[src/rtl/ecp5_pll_phase_ctrl_pkg.sv]
// ecp5_pll_pkg: sequencer states, PHASESEL encodings and a sizing helper
package ecp5_pll_pkg;
  typedef enum logic [2:0] {RST, WAIT_LOCK, IDLE, SETUP, STEP, SETTLE, DONE} state_t;
  localparam logic [1:0] SEL_CLKOS  = 2'd0;
  localparam logic [1:0] SEL_CLKOS2 = 2'd1;
  localparam logic [1:0] SEL_CLKOS3 = 2'd2;
  localparam logic [1:0] SEL_CLKOP  = 2'd3;
  function automatic int max_of(input int a, input int b);
    return a > b ? a : b;
  endfunction
endpackage

[src/rtl/ecp5_pll_phase_ctrl_if.sv]
// ecp5_pll_phase_ctrl_if: phase-step request channel between requester and sequencer
interface ecp5_pll_phase_ctrl_if #(parameter int CNT_W = 8) ();
  logic             req_valid;
  logic             req_ready;
  logic [1:0]       req_sel;
  logic             req_dir;
  logic [CNT_W-1:0] req_count;
  logic             done;
  logic             err;
  modport master (output req_valid, req_sel, req_dir, req_count, input req_ready, done, err);
  modport slave (input req_valid, req_sel, req_dir, req_count, output req_ready, done, err);
endinterface

[src/rtl/ecp5_pll_phase_ctrl_pos.sv]
// ecp5_pll_phase_pos: modulo-POS_MOD up/down phase position counter for one PLL output
module ecp5_pll_phase_pos #(
  parameter int POS_MOD = 80,
  localparam int POS_W = $clog2(POS_MOD)
) (
  input  logic             clk,
  input  logic             resetn,
  input  logic             clr,
  input  logic             en,
  input  logic             dir,
  output logic [POS_W-1:0] pos
);
  localparam logic [POS_W-1:0] TOP = POS_W'(POS_MOD - 1);
  always_ff @(posedge clk)
    if (!resetn || clr) pos <= '0;
    else if (en) pos <= dir ? (pos == TOP ? '0 : pos + 1'b1) : (pos == '0 ? TOP : pos - 1'b1);
endmodule

[src/rtl/ecp5_pll_phase_ctrl.sv]
// ecp5_pll_phase_ctrl: EHXPLLL reset/lock bring-up and dynamic phase-step sequencer
module ecp5_pll_phase_ctrl
  import ecp5_pll_pkg::*;
#(
  parameter int RST_CYC    = 16,
  parameter int LOCK_CYC   = 1024,
  parameter int SETUP_CYC  = 4,
  parameter int STEP_CYC   = 4,
  parameter int SETTLE_CYC = 8,
  parameter int CNT_W      = 8,
  parameter int POS_MOD    = 80,
  localparam int POS_W = $clog2(POS_MOD)
) (
  input  logic                 clk,
  input  logic                 resetn,
  input  logic                 pll_locked,
  output logic                 pll_rst,
  output logic [1:0]           pll_phasesel,
  output logic                 pll_phasedir,
  output logic                 pll_phasestep,
  ecp5_pll_phase_ctrl_if.slave bus,
  output logic                 ready,
  output logic [4*POS_W-1:0]   pos
);
  localparam int TMR_W = $clog2(max_of(max_of(RST_CYC, LOCK_CYC),
                                       max_of(max_of(SETUP_CYC, STEP_CYC), SETTLE_CYC)) + 1);
  state_t           state;
  logic [1:0]       lk;
  logic [TMR_W-1:0] tmr;
  logic [TMR_W-1:0] lim;
  logic             tdone;
  logic [CNT_W-1:0] rem;
  logic             step_en;
  always_comb begin
    lim = state == RST       ? TMR_W'(RST_CYC - 1)   :
          state == WAIT_LOCK ? TMR_W'(LOCK_CYC - 1)  :
          state == SETUP     ? TMR_W'(SETUP_CYC - 1) :
          state == STEP      ? TMR_W'(STEP_CYC - 1)  : TMR_W'(SETTLE_CYC - 1);
    tdone = tmr == lim;
    step_en = state == STEP && tdone && lk[1];
  end
  always_ff @(posedge clk) begin
    lk <= {lk[0], pll_locked};
    if (!resetn) begin
      lk            <= '0;
      state         <= RST;
      tmr           <= '0;
      rem           <= '0;
      pll_rst       <= 1'b1;
      pll_phasesel  <= '0;
      pll_phasedir  <= 1'b0;
      pll_phasestep <= 1'b0;
      bus.done      <= 1'b0;
      bus.err       <= 1'b0;
      bus.req_ready <= 1'b0;
      ready         <= 1'b0;
    end else begin
      tmr      <= tdone ? '0 : tmr + 1'b1;
      bus.done <= 1'b0;
      if (!lk[1] && state inside {IDLE, SETUP, STEP, SETTLE}) begin
        state         <= RST;
        tmr           <= '0;
        pll_rst       <= 1'b1;
        pll_phasestep <= 1'b0;
        ready         <= 1'b0;
        bus.req_ready <= 1'b0;
        if (state != IDLE) begin
          bus.err  <= 1'b1;
          bus.done <= 1'b1;
        end
      end else
        case (state)
          RST: if (tdone) begin
            state   <= WAIT_LOCK;
            pll_rst <= 1'b0;
          end
          WAIT_LOCK: if (!lk[1]) tmr <= '0;
            else if (tdone) begin
              state         <= IDLE;
              ready         <= 1'b1;
              bus.req_ready <= 1'b1;
            end
          IDLE: if (bus.req_valid) begin
            pll_phasesel  <= bus.req_sel;
            pll_phasedir  <= bus.req_dir;
            rem           <= bus.req_count;
            bus.err       <= 1'b0;
            bus.req_ready <= 1'b0;
            tmr           <= '0;
            state         <= bus.req_count == '0 ? DONE : SETUP;
            bus.done      <= bus.req_count == '0;
          end
          SETUP: if (tdone) begin
            state         <= STEP;
            pll_phasestep <= 1'b1;
          end
          STEP: if (tdone) begin
            state         <= SETTLE;
            pll_phasestep <= 1'b0;
            rem           <= rem - 1'b1;
          end
          SETTLE: if (tdone) begin
            state         <= rem != '0 ? STEP : DONE;
            pll_phasestep <= rem != '0;
            bus.done      <= rem == '0;
          end
          DONE: begin
            state         <= IDLE;
            bus.req_ready <= 1'b1;
          end
          default: state <= RST;
        endcase
    end
  end
  for (genvar i = 0; i < 4; i++) begin : g_pos
    ecp5_pll_phase_pos #(.POS_MOD(POS_MOD)) u_pos (
      .clk    (clk),
      .resetn (resetn),
      .clr    (state == RST),
      .en     (step_en && pll_phasesel == 2'(i)),
      .dir    (pll_phasedir),
      .pos    (pos[i*POS_W +: POS_W])
    );
  end
endmodule
[src/flat_wrapper.sv]
// flat-port wrapper written by rule: the top's interface ports become plain ports
module ecp5_pll_phase_ctrl_flat import ecp5_pll_pkg::*;
#(
  parameter int RST_CYC    = 16,
  parameter int LOCK_CYC   = 1024,
  parameter int SETUP_CYC  = 4,
  parameter int STEP_CYC   = 4,
  parameter int SETTLE_CYC = 8,
  parameter int CNT_W      = 8,
  parameter int POS_MOD    = 80,
  localparam int POS_W = $clog2(POS_MOD)
)
  (clk, resetn, pll_locked, pll_rst, pll_phasesel, pll_phasedir, pll_phasestep, ready, pos, bus_req_valid, bus_req_sel, bus_req_dir, bus_req_count, bus_req_ready, bus_done, bus_err);
  ecp5_pll_phase_ctrl_if #(.CNT_W(CNT_W)) bus_i ();
  input  logic clk;
  input  logic resetn;
  input  logic pll_locked;
  output logic pll_rst;
  output logic [1:0] pll_phasesel;
  output logic pll_phasedir;
  output logic pll_phasestep;
  output logic ready;
  output logic [4*POS_W-1:0] pos;
  input wire logic [$bits(bus_i.req_valid)-1:0] bus_req_valid;
  input wire logic [$bits(bus_i.req_sel)-1:0] bus_req_sel;
  input wire logic [$bits(bus_i.req_dir)-1:0] bus_req_dir;
  input wire logic [$bits(bus_i.req_count)-1:0] bus_req_count;
  output wire logic [$bits(bus_i.req_ready)-1:0] bus_req_ready;
  output wire logic [$bits(bus_i.done)-1:0] bus_done;
  output wire logic [$bits(bus_i.err)-1:0] bus_err;
  assign bus_i.req_valid = bus_req_valid;
  assign bus_i.req_sel = bus_req_sel;
  assign bus_i.req_dir = bus_req_dir;
  assign bus_i.req_count = bus_req_count;
  assign bus_req_ready = bus_i.req_ready;
  assign bus_done = bus_i.done;
  assign bus_err = bus_i.err;
  ecp5_pll_phase_ctrl #(.RST_CYC(RST_CYC), .LOCK_CYC(LOCK_CYC), .SETUP_CYC(SETUP_CYC), .STEP_CYC(STEP_CYC), .SETTLE_CYC(SETTLE_CYC), .CNT_W(CNT_W), .POS_MOD(POS_MOD)) u_core (.clk(clk), .resetn(resetn), .pll_locked(pll_locked), .pll_rst(pll_rst), .pll_phasesel(pll_phasesel), .pll_phasedir(pll_phasedir), .pll_phasestep(pll_phasestep), .bus(bus_i), .ready(ready), .pos(pos));
endmodule
[config.mk]
export PLATFORM = sky130hd
export DESIGN_NAME = ecp5_pll_phase_ctrl_flat
export DESIGN_NICKNAME = d
export VERILOG_FILES = /design/src/rtl/ecp5_pll_phase_ctrl_pkg.sv /design/src/rtl/ecp5_pll_phase_ctrl_if.sv /design/src/rtl/ecp5_pll_phase_ctrl_pos.sv /design/src/rtl/ecp5_pll_phase_ctrl.sv /design/src/flat_wrapper.sv
export SDC_FILE = /design/constraint.sdc
export NUM_CORES = 1
export LEC_CHECK = 0
export ABC_CLOCK_PERIOD_IN_PS = 2700
export CAP_MARGIN = 15
export CORE_UTILIZATION = 51
export CTS_BUF_LIST = sky130_fd_sc_hd__clkbuf_8 sky130_fd_sc_hd__clkbuf_16
export DETAILED_ROUTE_END_ITERATION = 10
export PLACE_DENSITY = 0.77
export REMOVE_ABC_BUFFERS = 1
export SETUP_SLACK_MARGIN = 0.1
export SLEW_MARGIN = 20
export SYNTH_ARGS = -nofsm -noshare
export SYNTH_HDL_FRONTEND = slang
export SYNTH_SLANG_ARGS = --single-unit
[constraint.sdc]
create_clock -name clk -period 2.7 [get_ports clk]
set_clock_uncertainty 0.2 [all_clocks]
set_input_delay 0.54 -clock clk [delete_from_list [all_inputs] [get_ports clk]]
set_output_delay 0.54 -clock clk [all_outputs]
set_load 0.005 [all_outputs]
==> metrics.md, run 1 <==
| Metric | Value |
|---|---|
| Drt via density | `6.18` |
| DR pass1 iterations | `5` |
| H-tree depth | `3` |
| Drt total wl | `11400 microns` |
| Die Y | `93.3 microns` |
| CP endpoint kind | `register` |
| VDD IR max | `0.363 mV` |
| Cells after Synth | `563` |
| DRC | `0` |
| Unique masters post-synth | `71` |
| Outcome | `finished, final reports clean` |
| Worst-path maximum fanout | `18` |
| Post-CTS setup buffer count | `0` |
| Final period util | `93.2%` |
| Die ar. | `0.00871 sq mm` |
| Congestion Overflow GR | `0` |
| Root buffer cell | `clkbuf_8` |
| Vias in the first global route | `4005` |
| Slew Limit Fails | `0` |
| Core Rows | `32` |
| Drt wl/cell | `15.7 microns` |
| Commonest non-fill, non-tap cell in the layout | `dfxtp_1` |
| Core footprint | `0.00789 sq mm` |
| Area grow syn2layout | `23.4%` |
| Post-synthesis sequential area ratio | `28.7%` |
| Post-synth top flop | `dfxtp_1` |
| Mapped Area | `0.00425 sq mm` |
| Final Net Count | `645` |
| Antenna Violating Nets Remaining | `0` |
| Most frequent cells in the layout | `59 x dfxtp_1, 51 x nor2_1, 51 x nand2_1, 51 x clkdlybuf4s50_1, 47 x a21oi_1` |
| Layout cells sized above 1 | `12.3%` |
| CP startpoint kind | `register` |
| Final min period | `2.52 ns` |
| Fillers | `654` |
| Largest net degree at the start of global routing | `29` |
| Fmax | `0.397 GHz` |
| Max-slew headroom | `58.5%` |
| Final setup TNS | `0 ns` |
| CTS Buffer Depth | `2` |
| CTS tree | `yes` |
| Setup violators final | `0` |
| First-pass GRT wire length | `19000 microns` |
| Met2 routed WL | `5390 microns` |
| Endpoints failing hold | `0` |
| RSZ-0062 raised after global routing | `false` |
| Synthesized area per cell | `7.56 sq um` |
| Resized cells post-CTS | `0` |
| Cts hold-fix bufs | `0` |
| Worst Tran Pin Value | `0.622 ns` |
| Ant. Diodes | `0` |
| Initial antenna violation count | `0` |
| Final core utilization | `66.6%` |
| Seq cells post-synth | `61` |
| Crit path DAT | `2.60 ns` |
| EDFF count, synth | `0` |
| Max-cap violations | `0` |
| Tightest Hold Check Type | `reg2reg` |
| Syn. warnings | `0` |
| Clk_lat worst skew | `0.35 ns` |
| Clock slew at reported path FFs | `0.08 ns` |
| Highest metal used | `met4` |
| Boundary pin count | `52` |
| Placer Congestion | `0.910` |
| Met1 WL | `5250 microns` |
| CTS sink count | `61` |
| Die width | `93.3 microns` |
| Input/output buffers | `51` |
| WL met3 | `653 microns` |
| Tot GR Track Use | `27.0%` |
| CTS buffer count | `9` |
| FFs w/ async S/R, synth | `0%` |
| Initial Util | `53.9%` |
| DPL Wire Length | `8050 microns` |
| Pwr per Cell Area | `344 mW/mm^2` |
| Crit Path Class | `reg2reg` |
| Vias | `4486` |
| Leak | `1.86 nW` |
| Data required time of the critical path | `2.78 ns` |
| Initial DRC count | `337` |
-- metrics by stage --
step	power (mW)	worst slack, ns	instances	area, sq um	hold WS [ns]
floorplan	0.953	-0.372	525	4100	0.212
global placement	0.990	0.157	710	4990	0.222
detailed placement	0.992	0.155	710	4990	0.230
CTS	1.82	0.142	726	5190	0.251
global route	1.88	0.108	726	5250	0.261
finish	1.81	0.184	726	5250	0.247
-- synth_stat cells (all sizes together) (7+ instances only) --
| cell | n | area, sq um |
|---|---|---|
| a31oi | 11 | 68.8 |
| o21ai | 31 | 155 |
| nor2 | 51 | 191 |
| clkbuf | 32 | 120 |
| o31ai | 8 | 60.1 |
| xnor2 | 13 | 114 |
| xor2 | 7 | 61.3 |
| mux2i | 11 | 110 |
| ha | 11 | 138 |
| nand2 | 51 | 191 |
| and3 | 12 | 75.1 |
| dfxtp | 61 | 1220 |
| nor3b | 8 | 65.1 |
| or3 | 11 | 68.8 |
| and2 | 9 | 56.3 |
| nor3 | 15 | 75.1 |
| inv | 21 | 78.8 |
| a21oi | 47 | 235 |
| nand3 | 20 | 100 |
| nand4 | 15 | 93.8 |
-- final timing paths --
| check | startpoint | end | slack [ns] | depth (start not counted) |
|---|---|---|---|---|
| hold / removal | u_core.lk[0] | u_core.lk[1] | 0.25 | 1 |
| hold reg to reg | u_core.lk[0] | u_core.lk[1] | 0.25 | 1 |
| setup reg to reg | u_core.state[0] | u_core.pll_phasestep | 0.18 | 6 |
| setup / recovery | u_core.state[0] | u_core.pll_phasestep | 0.18 | 6 |
-- registers in the layout, indices dropped and copies added (netlist names) --
register                count
u_core.g_pos.u_pos.pos     28
u_core.tmr                 11
u_core.rem                  8
u_core.state                3
u_core.lk                   2
u_core.pll_phasesel         2
u_core.bus.done             1
u_core.bus.err              1
u_core.bus.req_ready        1
u_core.pll_phasedir         1
u_core.pll_phasestep        1
u_core.pll_rst              1
u_core.ready                1
-- critical path, stage by stage, from the launching register on --
cell and delay [ns]:
dfxtp_1 0.32, buf_4 0.19, or3b_2 0.53, a21o_4 0.25, a221o_1 0.42, or3_1 0.40
a21oi_1 0.15
-- layout make-up --
cell class	count	area [sq um]	area share [%]
clock buffer	9	124	2.36
clock inverter	7	76.3	1.45
inverter	22	82.6	1.57
multi-input combinational	442	2850	54.2
sequential	61	1220	23.3
tap	102	128	2.43
timing repair buffer	83	771	14.7
-- metal layers --
metal / track usage, % / vias up
met5: 0 / -
met4: 8.46 / 0
met3: 6.34 / 15
met2: 42.6 / 160
met1: 36.5 / 2092
li1: - / 2219
-- where the power goes --
part           leakage (nW)  switching (mW)  total (mW)  internal [mW]
Sequential            0.493         0.00688       0.911          0.904
Combinational          1.27          0.0274      0.0609         0.0334
Clock                0.0954           0.409       0.837          0.428
Total                  1.86           0.443        1.81           1.37
-- kinds of logic (layout without fill, tap and decap cells) --
kind of cell             Yosys count  count (layout)  synth area share [%]
adder cells (fa/ha/maj)           11              11                  3.24
flip-flops                        61              61                  28.7
buffers and inverters             60             121                  5.56
AND/OR/NAND/NOR                  238             238                  30.1
AO/OA/AOI/OAI                    161             161                  25.4
XOR/XNOR                          20              20                  4.12
multiplexers                      12              12                  2.85
Power figures use the tool's default switching activity.
==> inputs of run 2 (changes only) <==
--- a/config.mk
+++ b/config.mk
@@ -10,6 +10,7 @@
 export CORE_UTILIZATION = 51
 export CTS_BUF_LIST = sky130_fd_sc_hd__clkbuf_8 sky130_fd_sc_hd__clkbuf_16
 export DETAILED_ROUTE_END_ITERATION = 10
+export HOLD_SLACK_MARGIN = 0.06
 export PLACE_DENSITY = 0.77
 export REMOVE_ABC_BUFFERS = 1
 export SETUP_SLACK_MARGIN = 0.1
==> results of run 2 <==
No change in the layout: final DEF, timing and power equal those of run 1.
==> inputs of run 3 (changes only) <==
--- a/config.mk
+++ b/config.mk
@@ -11,7 +11,7 @@
 export CTS_BUF_LIST = sky130_fd_sc_hd__clkbuf_8 sky130_fd_sc_hd__clkbuf_16
 export DETAILED_ROUTE_END_ITERATION = 10
 export HOLD_SLACK_MARGIN = 0.06
-export PLACE_DENSITY = 0.77
+export PLACE_DENSITY = 0.85
 export REMOVE_ABC_BUFFERS = 1
 export SETUP_SLACK_MARGIN = 0.1
 export SLEW_MARGIN = 20
==> metrics.md, run 3 (synthesis results as in run 1) <==
| Metric | Value |
|---|---|
| Outcome | `finished, final reports clean (unchanged)` |
| CP startpoint kind | `register (unchanged)` |
| P_sw | `411 uW (was 443 uW)` |
| Hold path depth | `1 (unchanged)` |
| Area grow syn2layout | `23.3% (was 23.4%)` |
| Input/output buffers | `51 (unchanged)` |
| CTS Buffer Depth | `2 (unchanged)` |
| CTS buffer count | `9 (unchanged)` |
| CTS sink count | `61 (unchanged)` |
| CP endpoint kind | `register (unchanged)` |
| DPL Wire Length | `8240 microns (was 8050 microns)` |
| Initial antenna violation count | `0 (unchanged)` |
| Crit Path Class | `reg2reg (unchanged)` |
| Pwr per Cell Area | `361 mW/mm^2 (was 344 mW/mm^2)` |
| VDD IR max | `0.308 mV (was 0.363 mV)` |
| Placed instance area | `0.00500 sq mm (was 0.00499 sq mm)` |
| Final Net Count | `646 (was 645)` |
| Drt wl/cell | `16.0 microns (was 15.7 microns)` |
| Vias | `4594 (was 4486)` |
| R2R depth | `6 (unchanged)` |
| Combinational power share | `3.4% (about the same)` |
| Most frequent cells in the layout | `59 x dfxtp_1, 51 x nor2_1, 51 x nand2_1, 51 x clkdlybuf4s50_1, 47 x a21oi_1 (unchanged)` |
| Setup violators final | `0 (unchanged)` |
| Vias in the first global route | `4210 (was 4005)` |
| RSZ-0062 raised after global routing | `true (was false)` |
| CTS tree | `yes (unchanged)` |
| Fin area | `0.00525 sq mm (about the same)` |
| Hold Crit Endpoint | `u_core.lk[1] (unchanged)` |
| Max-slew headroom | `48.3% (was 58.5%)` |
| DRC | `0 (unchanged)` |
| Clock power frac | `48.6% (was 46.3%)` |
| Hold_sp | `u_core.lk[0] (unchanged)` |
| Fmax | `0.385 GHz (was 0.397 GHz)` |
| H-tree depth | `3 (unchanged)` |
| Worst Tran Pin Value | `0.767 ns (was 0.622 ns)` |
| Data required time of the critical path | `2.74 ns (was 2.78 ns)` |
| Multi-input combinational cell area | `0.00281 sq mm (was 0.00285 sq mm)` |
| Layout cells sized above 1 | `11.5% (was 12.3%)` |
| Internal Power | `1.48 mW (was 1.37 mW)` |
| Top reg by flops | `u_core.g_pos.u_pos.pos (unchanged)` |
| Core Rows | `32 (unchanged)` |
| Sequential power share | `48.1% (was 50.4%)` |
| Worst-path maximum fanout | `8 (was 18)` |
| Initial Util | `53.9% (unchanged)` |
| Register area | `0.00122 sq mm (unchanged)` |
| Worst r2r dst | `u_core.g_pos[1].u_pos.pos[2] (was u_core.pll_phasestep)` |
| Reg2reg setup slack | `0.10 ns (was 0.18 ns)` |
| Boundary pin count | `52 (unchanged)` |
| Fillers | `649 (was 654)` |
| Die width | `93.3 microns (unchanged)` |
| Core footprint | `0.00789 sq mm (unchanged)` |
| Crit path DAT | `2.64 ns (was 2.60 ns)` |
| Largest net degree at the start of global routing | `29 (unchanged)` |
| Worst r2r src | `u_core.state[1] (was u_core.state[0])` |
| Antenna Violating Nets Remaining | `0 (unchanged)` |
| Die ar. | `0.00871 sq mm (unchanged)` |
| First-pass GRT wire length | `19600 microns (was 19000 microns)` |
| Number of flip-flops in the largest register | `28 (unchanged)` |
| Tightest Hold Check Type | `reg2reg (unchanged)` |
| Placer Congestion | `0.924 (was 0.910)` |
| Max-cap violations | `0 (unchanged)` |
| DR pass1 iterations | `5 (unchanged)` |
| Drt via density | `6.32 (was 6.18)` |
| Clock slew at reported path FFs | `0.07 ns (was 0.08 ns)` |
| Hold Slack | `0.239 ns (was 0.247 ns)` |
| Initial DRC count | `281 (was 337)` |
| Switching Share | `21.7% (was 24.5%)` |
| Leak | `1.87 nW (was 1.86 nW)` |
| Congestion Overflow GR | `0 (unchanged)` |
| Slew Limit Fails | `0 (unchanged)` |
| Final min period | `2.60 ns (was 2.52 ns)` |
| Root buffer cell | `clkbuf_8 (unchanged)` |
| Tot GR Track Use | `27.7% (was 27.0%)` |
| Final setup TNS | `0 ns (unchanged)` |
| Ant. Diodes | `0 (unchanged)` |
| Endpoints failing hold | `0 (unchanged)` |
| Clk_lat worst skew | `0.35 ns (about the same)` |
| Die Y | `93.3 microns (unchanged)` |
| Largest registers | `u_core.g_pos.u_pos.pos x28, u_core.tmr x11, u_core.rem x8 (unchanged)` |
| Drt total wl | `11600 microns (was 11400 microns)` |
| Commonest non-fill, non-tap cell in the layout | `dfxtp_1 (unchanged)` |
| Final period util | `96.2% (was 93.2%)` |
==> run 3: power groups by stage <==
stage | sequential, mW | combinational (mW) | clock [mW]
after global routing | 0.910 | 0.0682 | 0.973
after global placement | 0.930 | 0.0606 | 0
final | 0.910 | 0.0635 | 0.919
after CTS | 0.910 | 0.0628 | 0.928
after floorplan | 0.930 | 0.0231 | 0
after detailed placement | 0.931 | 0.0624 | 0
==> run 3: area by class of cell <==
class	instances	area share [%]
Clock buffer	10	2.62
Clock inverter	6	1.65
Inverter	22	1.57
Multi-Input combinational cell	442	53.6
Sequential cell	61	23.3
Tap cell	102	2.43
Timing Repair Buffer	84	14.8
==> run 3: repair_timing <==
item	in CTS	in global routing
setup endpoints to repair	0	9
hold buffers	0	0
resized for setup	0	5
buffers inserted	0	0
==> run 3: how the worst max path moves through the flow <==
stage,start,endpoint,slack [ns],depth (start not counted)
5_1_grt,u_core.state[1],u_core.g_pos[1].u_pos.pos[2],0.03,8
3_3_place_gp,bus_req_valid,u_core.rem[6],0.21,6
3_5_place_dp,u_core.state[1],u_core.g_pos[1].u_pos.pos[2],0.15,6
2_1_floorplan,u_core.pll_phasedir,u_core.g_pos[1].u_pos.pos[4],-0.37,5
6_report,u_core.state[1],u_core.g_pos[1].u_pos.pos[2],0.10,6
4_1_cts,u_core.state[1],u_core.g_pos[1].u_pos.pos[2],0.12,6
==> run 3: per-layer routing <==
metal	GRT usage [%]	vias up	wire length, microns
li1	-	2214	-
met1	34.0	2179	4890
met2	48.4	182	5820
met3	6.02	19	776
met4	8.21	0	138
met5	0	-	0
==> run 3: critical path, stage by stage, from the launching register on <==
cell and delay [ns]:
dfxtp_1 0.32, or3b_4 0.43, or3_1 0.42, buf_4 0.18, a2111oi_0 0.68, xnor2_1 0.20, nor2_1 0.05
==> run 3: per-stage QoR <==
stage / total power, mW / instances / util (%) / setup slack [ns]
after floorplan: 0.953 / 525 / - / -0.372
after global placement: 0.991 / 711 / 63.4 / 0.208
after detailed placement: 0.993 / 711 / 63.4 / 0.148
after CTS: 1.90 / 727 / 66.2 / 0.121
after global routing: 1.95 / 727 / 66.5 / 0.0346
final: 1.89 / 727 / 66.5 / 0.103
